[src/rtl/jtag_pkg.sv]
// JTAG scan master shared types: TAP states, IR codes.
// TAP next-state helper used by the sequencer.
package jtag_pkg;

  typedef enum logic [3:0] {
    TEST_LOGIC_RESET = 4'h0,
    RUN_TEST_IDLE    = 4'h1,
    SELECT_DR_SCAN   = 4'h2,
    CAPTURE_DR       = 4'h3,
    SHIFT_DR         = 4'h4,
    EXIT1_DR         = 4'h5,
    PAUSE_DR         = 4'h6,
    EXIT2_DR         = 4'h7,
    UPDATE_DR        = 4'h8,
    SELECT_IR_SCAN   = 4'h9,
    CAPTURE_IR       = 4'hA,
    SHIFT_IR         = 4'hB,
    EXIT1_IR         = 4'hC,
    PAUSE_IR         = 4'hD,
    EXIT2_IR         = 4'hE,
    UPDATE_IR        = 4'hF
  } tap_state_e;

  localparam logic [3:0] IR_BYPASS    = 4'b1111;
  localparam logic [3:0] IR_SETPARAM  = 4'b0001;
  localparam logic [3:0] IR_RESET     = 4'b0010;
  localparam logic [3:0] IR_PAUSE     = 4'b0011;
  localparam logic [3:0] IR_RUN       = 4'b0100;
  localparam logic [3:0] IR_GETVAL    = 4'b0101;
  localparam logic [3:0] IR_TOGGLEDIR = 4'b0111;

  function automatic tap_state_e tap_next(
    input tap_state_e s,
    input logic       tms
  );
    tap_state_e n;
    n = TEST_LOGIC_RESET;
    case (s)
      TEST_LOGIC_RESET: n = tms ? TEST_LOGIC_RESET : RUN_TEST_IDLE;
      RUN_TEST_IDLE:    n = tms ? SELECT_DR_SCAN : RUN_TEST_IDLE;
      SELECT_DR_SCAN:   n = tms ? SELECT_IR_SCAN : CAPTURE_DR;
      CAPTURE_DR:       n = tms ? EXIT1_DR : SHIFT_DR;
      SHIFT_DR:         n = tms ? EXIT1_DR : SHIFT_DR;
      EXIT1_DR:         n = tms ? UPDATE_DR : PAUSE_DR;
      PAUSE_DR:         n = tms ? EXIT2_DR : PAUSE_DR;
      EXIT2_DR:         n = tms ? UPDATE_DR : SHIFT_DR;
      UPDATE_DR:        n = tms ? SELECT_DR_SCAN : RUN_TEST_IDLE;
      SELECT_IR_SCAN:   n = tms ? TEST_LOGIC_RESET : CAPTURE_IR;
      CAPTURE_IR:       n = tms ? EXIT1_IR : SHIFT_IR;
      SHIFT_IR:         n = tms ? EXIT1_IR : SHIFT_IR;
      EXIT1_IR:         n = tms ? UPDATE_IR : PAUSE_IR;
      PAUSE_IR:         n = tms ? EXIT2_IR : PAUSE_IR;
      EXIT2_IR:         n = tms ? UPDATE_IR : SHIFT_IR;
      UPDATE_IR:        n = tms ? SELECT_DR_SCAN : RUN_TEST_IDLE;
      default:          n = TEST_LOGIC_RESET;
    endcase
    return n;
  endfunction

endpackage

[src/rtl/jtag_tck_gen.sv]
// TCK generator: low half first, CLK_DIV clk cycles per half.
// rise/fall strobe the clk edge that drives tck high/low.
module jtag_tck_gen #(
  parameter int CLK_DIV = 4
) (
  input  logic clk,
  input  logic rst_n,
  input  logic run,
  output logic tck,
  output logic rise,
  output logic fall
);

  logic [7:0] div;
  logic       wrap;

  assign wrap = run && (div == 8'(CLK_DIV - 1));
  assign rise = wrap && !tck;
  assign fall = wrap && tck;

  // half-period divider; parks tck low whenever not running
  always_ff @(posedge clk or negedge rst_n) begin
    if (!rst_n) begin
      div <= '0;
      tck <= 1'b0;
    end else if (!run) begin
      div <= '0;
      tck <= 1'b0;
    end else if (wrap) begin
      div <= '0;
      tck <= ~tck;
    end else begin
      div <= div + 8'd1;
    end
  end

endmodule

[src/rtl/jtag_scan_master.sv]
// JTAG scan master: reset-to-idle, IR/DR scans via a tracked TAP.
// Define JTAG_SCAN_MASTER_TLR_EN to add the cmd_tlr reset command.
module jtag_scan_master
  import jtag_pkg::*;
#(
  parameter int CLK_DIV = 4,
  parameter int MAX_LEN = 32
) (
  input  logic               clk,
  input  logic               rst_n,
  input  logic               cmd_valid,
  output logic               cmd_ready,
  input  logic               cmd_is_ir,
  input  logic [5:0]         cmd_len,
  input  logic [MAX_LEN-1:0] cmd_data,
`ifdef JTAG_SCAN_MASTER_TLR_EN
  input  logic               cmd_tlr,
`endif
  output logic               rsp_valid,
  output logic [MAX_LEN-1:0] rsp_data,
  output logic               tck,
  output logic               tms,
  output logic               tdi,
  input  logic               tdo
);

  localparam int CW = $clog2(MAX_LEN + 1);

  localparam logic [1:0] P_INIT = 2'd0;
  localparam logic [1:0] P_IDLE = 2'd1;
  localparam logic [1:0] P_SCAN = 2'd2;

  logic [1:0]         phase;
  tap_state_e         state;
  logic [CW-1:0]      cnt;
  logic               is_ir;
  logic [5:0]         len_q;
  logic [5:0]         len_c;
  logic [5:0]         shamt;
  logic [MAX_LEN-1:0] sh;
  logic [MAX_LEN-1:0] cap;
  logic               run;
  logic               rise;
  logic               fall;
  logic               accept;
`ifdef JTAG_SCAN_MASTER_TLR_EN
  logic               tlr_q;
`endif

  assign run    = (phase != P_IDLE);
  assign accept = cmd_valid && cmd_ready;
  assign shamt  = 6'(MAX_LEN) - len_q;

  jtag_tck_gen #(
    .CLK_DIV(CLK_DIV)
  ) u_tck (
    .clk  (clk),
    .rst_n(rst_n),
    .run  (run),
    .tck  (tck),
    .rise (rise),
    .fall (fall)
  );

  // clamp the requested length into 1..MAX_LEN
  always_comb begin
    len_c = cmd_len;
    if (cmd_len == 6'd0)
      len_c = 6'd1;
    else if (cmd_len > 6'(MAX_LEN))
      len_c = 6'(MAX_LEN);
  end

  // sequencer: TAP tracking on rise, tms/tdi updates on fall
  always_ff @(posedge clk or negedge rst_n) begin
    if (!rst_n) begin
      phase     <= P_INIT;
      state     <= TEST_LOGIC_RESET;
      cnt       <= '0;
      is_ir     <= 1'b0;
      len_q     <= 6'd1;
      sh        <= '0;
      cap       <= '0;
      tms       <= 1'b1;
      tdi       <= 1'b1;
      cmd_ready <= 1'b0;
      rsp_valid <= 1'b0;
      rsp_data  <= '0;
`ifdef JTAG_SCAN_MASTER_TLR_EN
      tlr_q     <= 1'b0;
`endif
    end else begin
      rsp_valid <= 1'b0;
      if (rise) begin
        state <= tap_next(state, tms);
        if (state == SHIFT_DR || state == SHIFT_IR)
          cap <= {tdo, cap[MAX_LEN-1:1]};
      end
      if (phase == P_IDLE) begin
        if (accept) begin
          cmd_ready <= 1'b0;
          tms       <= 1'b1;
`ifdef JTAG_SCAN_MASTER_TLR_EN
          if (cmd_tlr) begin
            phase <= P_INIT;
            cnt   <= '0;
            tlr_q <= 1'b1;
          end else
`endif
          begin
            phase <= P_SCAN;
            is_ir <= cmd_is_ir;
            len_q <= len_c;
            cnt   <= CW'(len_c - 6'd1);
            sh    <= cmd_data;
          end
        end
      end else if (fall) begin
        if (phase == P_INIT) begin
          cnt <= cnt + CW'(1);
          if (cnt == CW'(4))
            tms <= 1'b0;
          if (cnt == CW'(5)) begin
            phase     <= P_IDLE;
            cmd_ready <= 1'b1;
            cnt       <= '0;
`ifdef JTAG_SCAN_MASTER_TLR_EN
            if (tlr_q) begin
              rsp_valid <= 1'b1;
              rsp_data  <= '0;
              tlr_q     <= 1'b0;
            end
`endif
          end
        end else begin
          tdi <= 1'b1;
          case (state)
            RUN_TEST_IDLE: begin
              phase     <= P_IDLE;
              cmd_ready <= 1'b1;
              rsp_valid <= 1'b1;
              rsp_data  <= cap >> shamt;
            end
            SELECT_DR_SCAN: tms <= is_ir;
            SHIFT_DR, SHIFT_IR: begin
              tms <= (cnt == '0);
              tdi <= sh[0];
              sh  <= sh >> 1;
              if (cnt != '0)
                cnt <= cnt - CW'(1);
            end
            EXIT1_DR, EXIT1_IR,
            PAUSE_DR, PAUSE_IR,
            EXIT2_DR, EXIT2_IR: tms <= 1'b1;
            default: tms <= 1'b0;
          endcase
        end
      end
    end
  end

endmodule

[config.mk]
export PLATFORM = sky130hd
export DESIGN_NAME = jtag_scan_master
export DESIGN_NICKNAME = d
export VERILOG_FILES = /design/src/rtl/jtag_pkg.sv /design/src/rtl/jtag_tck_gen.sv /design/src/rtl/jtag_scan_master.sv
export SDC_FILE = /design/constraint.sdc
export NUM_CORES = 1
export LEC_CHECK = 0
export CAP_MARGIN = 20
export CORE_MARGIN = 1
export CORE_UTILIZATION = 55
export CTS_CLUSTER_SIZE = 20
export DETAILED_ROUTE_END_ITERATION = 12
export PLACE_DENSITY_LB_ADDON = 0.08
export SLEW_MARGIN = 20
export SYNTH_ARGS = -nofsm -noshare
export SYNTH_HDL_FRONTEND = slang
export SYNTH_SLANG_ARGS = --single-unit
[constraint.sdc]
create_clock -name clk -period 4.2 [get_ports clk]
set_input_delay 0.63 -clock clk [delete_from_list [all_inputs] [get_ports clk]]
set_output_delay 0.63 -clock clk [all_outputs]
set_load 0.01 [all_outputs]
======== Word level (Yosys, flattened, before mapping) ========
Index checks and enable logic that the tools add are counted.
storage, ports and cells
  register bits ........................... 128
  output and inout port bits .............. 37
  word-level logic and storage cells ...... 133
  bits of input ports ..................... 43
cells by class
  mux-type cells .......................... 54
  equality and inequality tests ........... 26
  bitwise gates (word level) .............. 3
  reduce and logical (&&, ||, !) cells .... 29
  shift-type cells ........................ 1
  magnitude comparators ................... 1
  add/subtract/negate cells ............... 5
operators by type and width
  operator             number
  $mux 32              5
  $mux 6               9
  $pmux 4 s12          1
  $eq 4x4->1 const B   8
  $shr 32x6->32        1
  $mux 1               21
  $reduce_and 4->1     5
  $mux 2               9
  $eq 4x3->1 const B   4
  $mux 4               4
  $mux 8               2
  $eq 6x3->1 const B   2
  $logic_not 6->1      2
  $sub 6x1->6 const B  2
  $reduce_bool 3->1    3
  $add 8x1->8 const B  1
  $eq 4x2->1 const B   2
  $eq 8x2->1 const B   1
  $add 6x1->6 const B  1
  $gt 6x6->1 const B   1
  $mux 3               2
  $ne 2x2->1 const B   3
  $ne 3x2->1 const B   2
  $reduce_bool 6->1    1
  other kinds (18)     27

======== Depth between registers and ports, before layout ========
  depth after elaboration ................. 6
  depth in mapped cells ................... 11
  gate-level depth less buffers ........... 7

======== Cells and area by module ========
Synthesis repeated with hierarchy kept, for this count alone.
unflattened totals
  cells, all modules ...................... 725
  area total of the unflattened synthesis .. 7423.4 µm²
modules (own cells, without submodules)
  module            area an instance (µm²)  cells an instance  seq. area each (µm²)  instances
  jtag_scan_master  6984.2                  680                2956.6                1
  jtag_tck_gen      439.2                   45                 225.2                 1

======== Worst setup path before layout ========
OpenSTA, ideal clock, no wires.
  path type ............................... register to register
  start point ............................. reg len_q[0]
  end point ............................... reg rsp_data[8]
  buffers on the path ..................... 4
  stages on the path, launching flop included .. 11
  data arrival time ....................... 2849 ps
  clock period less this slack ............ 2976 ps
  setup time .............................. 127 ps
  slack ................................... 1224 ps
  data required time ...................... 4073 ps
  path through ............................ dfstp_2 > buf_4 > inv_1 > buf_2 > ha_1 > buf_4 > buf_2 > mux4_2 > mux4_2 > a221oi_1 > nor2_1
on the way
  longest elaborated chain between the ends .. 2
ends and longest elaborated chain
  element                   line                     text
  start: declaration        jtag_scan_master.sv:37   logic [5:0] len_q;
  start signal: assignment  jtag_scan_master.sv:113  len_q <= len_c;
  $sub 6x6->6               jtag_scan_master.sv:52   assign shamt = 6'(MAX_LEN) - len_q;
  $shr 32x6->32             jtag_scan_master.sv:142  rsp_data <= cap >> shamt;
  end signal: assignment    jtag_scan_master.sv:142
  end: declaration          jtag_scan_master.sv:20   output logic [MAX_LEN-1:0] rsp_data,
No other way between the ends.
A chain may end at the register's enable or synchronous reset.

======== Worst setup path in the final report ========
Ends and elaborated chain as after synthesis.

==> impl_summary.txt <==
----------------------------------------------------
[Outcome]
  Run status ... finished clean

[Drt]
  Sum of routed wire length over all layers ... 16760 microns
  Post-detailed-route wirelength per cell ... 17.33 microns
  Remaining design rule violation count ... 0
  Drt pass-1 iters ... 5
  Initial detailed-routing violation count ... 412
  Routed Antenna Nets ... 0
  Average via count per standard cell ... 6.009
  Via count ... 5811

[Clock network]
  Number of clock sinks seen by CTS ... 127
  CTS tree ... done
  Gates resized, CTS repair ... 0
  Clk Latency, worst-skew pair ... 420 ps
  Largest buffer count on any clock path ... 2
  Total of hold buffers inserted after clock tree synthesis ... 0
  Post-CTS setup buffer count ... 0
  Clk Tree Root Cell ... sky130_fd_sc_hd__clkbuf_16
  Clk slew on worst S/H paths ... 60 ps
  Total number of H-tree levels ... 4
  Total clock buffers created by CTS ... 17

[Timing]
  Top achievable clock speed ... 323.4 MHz
  Shortest clock period the worst path allows after layout ... 3092 ps
  Unrepaired setup endpoints after global routing ... no
  Worst-case hold slack ... 261.1 ps
  Relative max-transition margin ... 0.3335
  TNS Setup ... 0 ps
  Final worst path period share ... 0.7361
  Number of slew-limit violations in the final report ... 0
  Clk_skew ... 8.420 ps
  Slew at the pin with the worst max-slew slack ... 999.8 ps
  Total count of hold-check failures in the final report ... 0
  Final worst setup slack ... 1108 ps
  Number of setup violations in the final report ... 0

[Power]
  Internal power component ... 0.002170 W
  Power Dens Cells ... 306.9 mW/mm^2
  Switching power ... 0.0005911 W
  Max rail drop VDD ... 0.1913 mV
  Share of power burned in the clock network ... 0.528
  Sw frac ... 0.2141
  Share of power burned in combinational logic ... 0.028
  Static Leakage ... 3.700 nW
  Fraction of power consumed by sequential logic ... 0.444

[Cells and area]
  Final Net Count ... 828
  Syn-to-layout area delta ... 19.33%
  Layout Cells excl Fill ... 967
  Post-route cell area ... 0.008997 sq mm
  Antenna diode count ... 0
  Layout cell share with drive strength beyond 1 ... 0.1643
  FILL cells ... 1057

[Global route]
  Maximum number of pins on one net before global-route repair ... 128
  Gr ovfl total ... 0
  Antenna violations before repair ... 0
  First-pass GRT wire length ... 28070 microns
  Global router's overall resource usage ... 0.2542
  Number of global-route vias before repair ... 5518

[Placed design]
  IO Port Bufs ... 79
  DP Cell Count ... 935
  GPL Wtd Cong ... 0.8956
  Pre-CTS setup slack ... 1112 ps
  Post-detailed-placement cell area ... 0.008407 sq mm
  Estimated wirelength of the detail-placed design ... 12030 microns

[Yosys]
  Count of warnings emitted by yosys ... 0
  Net Count, Synth ... 770
  Share of synthesized registers carrying an async set or reset ... 1.000
  Area of the mapped netlist ... 0.007540 sq mm
  Count of cell types in the netlist ... 63
  Post-Syn Instances ... 720
  Dominant synthesized flop cell ... sky130_fd_sc_hd__dfrtp_1
  Post-synth EDFFs ... 0
  Flops & latches, synth ... 127
  Proportion of synthesized chip area in sequential cells ... 0.4220
  Avg Inst Size Synth ... 10.47 sq um

[Floorplan]
  Die ar. ... 0.01418 sq mm
  Io pins ... 80
  Core area ... 0.01330 sq mm
  Starting density of the core ... 0.5671
  Standard-cell row count ... 42
  Vertical extent of the die ... 119.1 microns
  Die Wd ... 119.1 microns

[Setup path]
  Data required time at the worst endpoint ... 4500 ps
  Critical path type ... flop to flop
  Kind of start point of the critical path ... flop
  CP endpoint kind ... flop
  CP Max Fanout ... 37
  Data arrival time of the critical path ... 3390 ps

[Worst hold path]
  Worst min-delay path category ... primary input to asynchronous set/reset pin

[Flow run]
  Max-cap violation count ... 0

----------------------------------------------------
[state kept, by name, summed over array words and instances (netlist names)]
name,cells
tdi,1
rsp_valid,1
len_q,6
is_ir,1
cap,32
u_tck.tck,1
state,4
rsp_data,32
tms,1
u_tck.div,8
sh,32
cnt,6
phase,2
[metal layers]
layer	global-route usage	vias up	share of wire
li1	-	2762	-
met5	0	-	0
met3	0.04741	41	0.044
met1	0.3324	2821	0.44
met4	0.1392	0	0.039
met2	0.4008	187	0.48
[cell type report]
cell class | count | area, sq um | share of cell area
timing repair buffer | 92 | 898.4 | 0.09985
multi-input combinational | 532 | 4076 | 0.4531
sequential | 127 | 3182 | 0.3536
clock buffer | 19 | 452.9 | 0.05034
inverter | 8 | 30.03 | 0.003338
tap | 176 | 220.2 | 0.02448
clock inverter | 13 | 137.6 | 0.01530
[Yosys cell counts (all sizes together) (4+ instances only)]
cell	instances	share of area
a21oi	23	0.015
a221oi	4	0.0046
a22o	6	0.0070
a31oi	5	0.0041
a32o	7	0.0093
and3	7	0.0058
buf	30	0.025
clkbuf	23	0.011
dfrtp	124	0.41
ha	7	0.012
inv	8	0.0040
mux2	37	0.055
mux2i	61	0.081
mux4	31	0.093
nand2	106	0.053
nand2b	10	0.0083
nand3	22	0.015
nor2	34	0.017
nor2b	6	0.0050
nor3	16	0.012
o211ai	6	0.0060
o21ai	66	0.044
o22ai	4	0.0033
or3	6	0.0056
xnor2	8	0.0093
xor2	10	0.012
[layout by cell type (no fill, tap or decap), types with 10 or more instances in the layout]
cell / instances
sky130_fd_sc_hd__o21ai_1: 30
sky130_fd_sc_hd__clkdlybuf4s50_1: 78
sky130_fd_sc_hd__clkbuf_16: 17
sky130_fd_sc_hd__mux2i_1: 61
sky130_fd_sc_hd__nand2b_1: 10
sky130_fd_sc_hd__nand2_1: 106
sky130_fd_sc_hd__mux2_2: 37
sky130_fd_sc_hd__a21oi_1: 23
sky130_fd_sc_hd__nor2_1: 34
sky130_fd_sc_hd__nand3_1: 22
sky130_fd_sc_hd__o21ai_0: 36
sky130_fd_sc_hd__mux4_2: 31
sky130_fd_sc_hd__dfrtp_1: 124
sky130_fd_sc_hd__buf_4: 13
sky130_fd_sc_hd__nor3_1: 14
[power groups by stage]
stage | Sequential (W) | Combinational, W | Clock (W)
2_1_floorplan | 0.00125 | 0.00000921 | 0
3_3_place_gp | 0.00125 | 0.0000792 | 0
3_5_place_dp | 0.00125 | 0.0000809 | 0
4_1_cts | 0.00123 | 0.0000808 | 0.00149
5_1_grt | 0.00123 | 0.0000875 | 0.00154
6_report | 0.00123 | 0.0000785 | 0.00146
[critical path: stages (launching register included)]
cell	delay, ps
sky130_fd_sc_hd__dfstp_2	520
sky130_fd_sc_hd__inv_1	210
sky130_fd_sc_hd__ha_1	370
sky130_fd_sc_hd__buf_4	410
sky130_fd_sc_hd__mux2i_1	350
sky130_fd_sc_hd__mux2i_1	220
sky130_fd_sc_hd__mux4_2	490
sky130_fd_sc_hd__a221oi_1	300
sky130_fd_sc_hd__nor2_1	90
[worst paths after layout]
kind / cells after the start / startpoint / endpoint / slack (ps)
worst max-delay path: 8 / len_q[0]$_DFFE_PN1P_ / rsp_data[8]$_DFFE_PN0P_ / 1110
worst min-delay path: 2 / rst_n / rsp_data[29]$_DFFE_PN0P_ / 260
worst max register to register: 8 / len_q[0]$_DFFE_PN1P_ / rsp_data[8]$_DFFE_PN0P_ / 1110
worst min register to register: 2 / rsp_data[28]$_DFFE_PN0P_ / rsp_data[28]$_DFFE_PN0P_ / 480
max in group asynchronous: 2 / rst_n / cap[31]$_DFFE_PN0P_ / 3360
min in group clk: 2 / rsp_data[28]$_DFFE_PN0P_ / rsp_data[28]$_DFFE_PN0P_ / 480
[through the flow]
stage	power [W]	utilization
floorplan	0.001256	-
global placement	0.001327	0.6323
detailed placement	0.001328	0.6323
CTS	0.002795	0.6767
global route	0.002853	0.6767
finish	0.002761	0.6767
[cells by family after synthesis]
family | share of synthesized area
and+or+nand+nor | 0.1472
AOI/OAI and AO/OA | 0.1289
muxes | 0.2288
DFF | 0.4220
buffers and inverters | 0.04049
xor gates and xnor gates | 0.02091
adders and majority gates | 0.01162
No activity file was read; power rests on OpenSTA's default activity.
==> RTL change (same flow settings) <==
Build with the macro `JTAG_SCAN_MASTER_TLR_EN` defined.
--- a/src/rtl/jtag_scan_master.sv
+++ b/src/rtl/jtag_scan_master.sv
@@ -1,5 +1,7 @@
 // JTAG scan master: reset-to-idle, IR/DR scans via a tracked TAP.
 // Define JTAG_SCAN_MASTER_TLR_EN to add the cmd_tlr reset command.
+`define JTAG_SCAN_MASTER_TLR_EN
+
 module jtag_scan_master
   import jtag_pkg::*;
 #(
Interface: changed (added cmd_tlr); port bits go from 80 to 81. The function was not compared with the original's and may differ.
==> RTL change against the original RTL <==
Maximum frequency rose by 5.2%; area after synthesis fell by 1.1%; sequential cell count rose by 1; wire length rose by 7.4%; first-iteration DRC count rose by 3.2%; final area fell by 0.42%; worst setup slack improved by 0.15 ns; hold slack got worse by 0.0022 ns; critical endpoint is now cnt[5]$_DFFE_PN0P_.
Power is not compared: it rests on default switching activity, and its combinational part moved more than twofold at a synthesized area within 25%.
==> RTL change: results (changes against the original RTL) <==
Detailed routing
  – DR vias/cell: 5.97 (-0.72%)
  – Wl on met1: 7.42 mm (+1.3%)
  – Initial DRT Pass Iterations: 7 (+2)
  – DR WL met3: 744 um (+1.1%)

Layout
  – Inverters: 16 (+8)
  – Design area: 8960 sq um (-0.42%)
  – Clock buffers and inverters, area share: 6.30% (-0.27 points)
  – Fraction of layout cells with a size suffix above 1: 15.2% (-1.2 points)
  – Final non-filler cell total: 1055 (+9.1%)
  – Buffers excl. clock: 95 (+3.3%)
  – Clkbuf count: 25 (+6)
  – Register area: 3210 sq um (+0.79%)

GRT
  – Vias in the first global route: 6241 (+13%)
  – GR Util met1: 31.8% (-1.4 points)

Placed design
  – Setup WS pre-CTS: 1.20 ns (+0.0888 ns)
  – DP Area: 8400 sq um (-0.13%)
  – HPWL Detailed: 12.8 mm (+6.2%)
  – PortBufs: 80 (+1.3%)

Critical path
  – FF-to-FF Start: u_tck.div[0]$_DFF_PN0_
  – Reg2Reg Depth: 7 (-1)

Yosys
  – Syn_nets: 860 (+12%)
  – Synth Area in Compound Gates: 15.6% (+2.7 points)
  – Synth top area cells: dfrtp_1 42%, mux2_2 9.2%, nand2_1 7.4%
  – Synth Area in Adders: 1.17% (+0.013 points)
  – Cell variety after synth: 62 (-1.6%)
  – Top post-synthesis cells by count: 148 x nand2_1, 125 x dfrtp_1, 70 x nor2_1
  – Xor and xnor fraction of the mapped netlist area: 1.76% (-0.33 points)

Outcome
  – Status: completed

Timing
  – Hold slack: 0.259 ns (-0.00223 ns)
  – Clk_skew: 0.00736 ns (-0.00106 ns)
## RTL change: cell types whose count changed after synthesis, moves of 8 or more
| cell | unedited run | this run |
|---|---|---|
| a21oi_1 | 23 | 38 |
| mux4_2 | 31 | 13 |
| o21ai_1 | 30 | 1 |
| buf_2 | 16 | 3 |
| mux2i_1 | 61 | 28 |
| nand2_1 | 106 | 148 |
| nor2_1 | 34 | 70 |
| clkbuf_1 | 23 | 48 |
| a31oi_1 | 5 | 31 |
| o21ai_0 | 36 | 51 |
| mux2_2 | 37 | 61 |
| o31ai_1 | 2 | 10 |
## RTL change: worst max-delay path, stage by stage, from the launching register on
cell,delay (ns)
dfrtp_1,0.37
ha_1,0.20
or3b_2,0.49
nor4_4,0.48
nand3_1,0.27
a22o_1,0.39
or4_1,0.55
o221ai_1,0.09
## RTL change: worst max-delay path by stage
stage | slack, ns | start | end | cells past startpoint
2_1_floorplan | 0.71 | len_q[0]$_DFFE_PN1P_ | rsp_data[3]$_DFFE_PN0P_ | 12
3_3_place_gp | 1.30 | cmd_valid | sh[20]$_DFFE_PN0P_ | 6
3_5_place_dp | 1.20 | cmd_valid | sh[21]$_DFFE_PN0P_ | 5
4_1_cts | 1.26 | u_tck.div[0]$_DFF_PN0_ | cnt[5]$_DFFE_PN0P_ | 7
5_1_grt | 0.98 | u_tck.div[0]$_DFF_PN0_ | sh[15]$_DFFE_PN0P_ | 7
6_report | 1.26 | u_tck.div[0]$_DFF_PN0_ | cnt[5]$_DFFE_PN0P_ | 7
## RTL change: logic make-up (layout without fill, tap and decap cells)
family	after synthesis	in the layout
muxes	102	102
buffers and inverters	73	143
xor gates and xnor gates	15	15
AOI/OAI and AO/OA	185	185
adders and majority gates	7	7
and+or+nand+nor	299	299
DFF	128	128
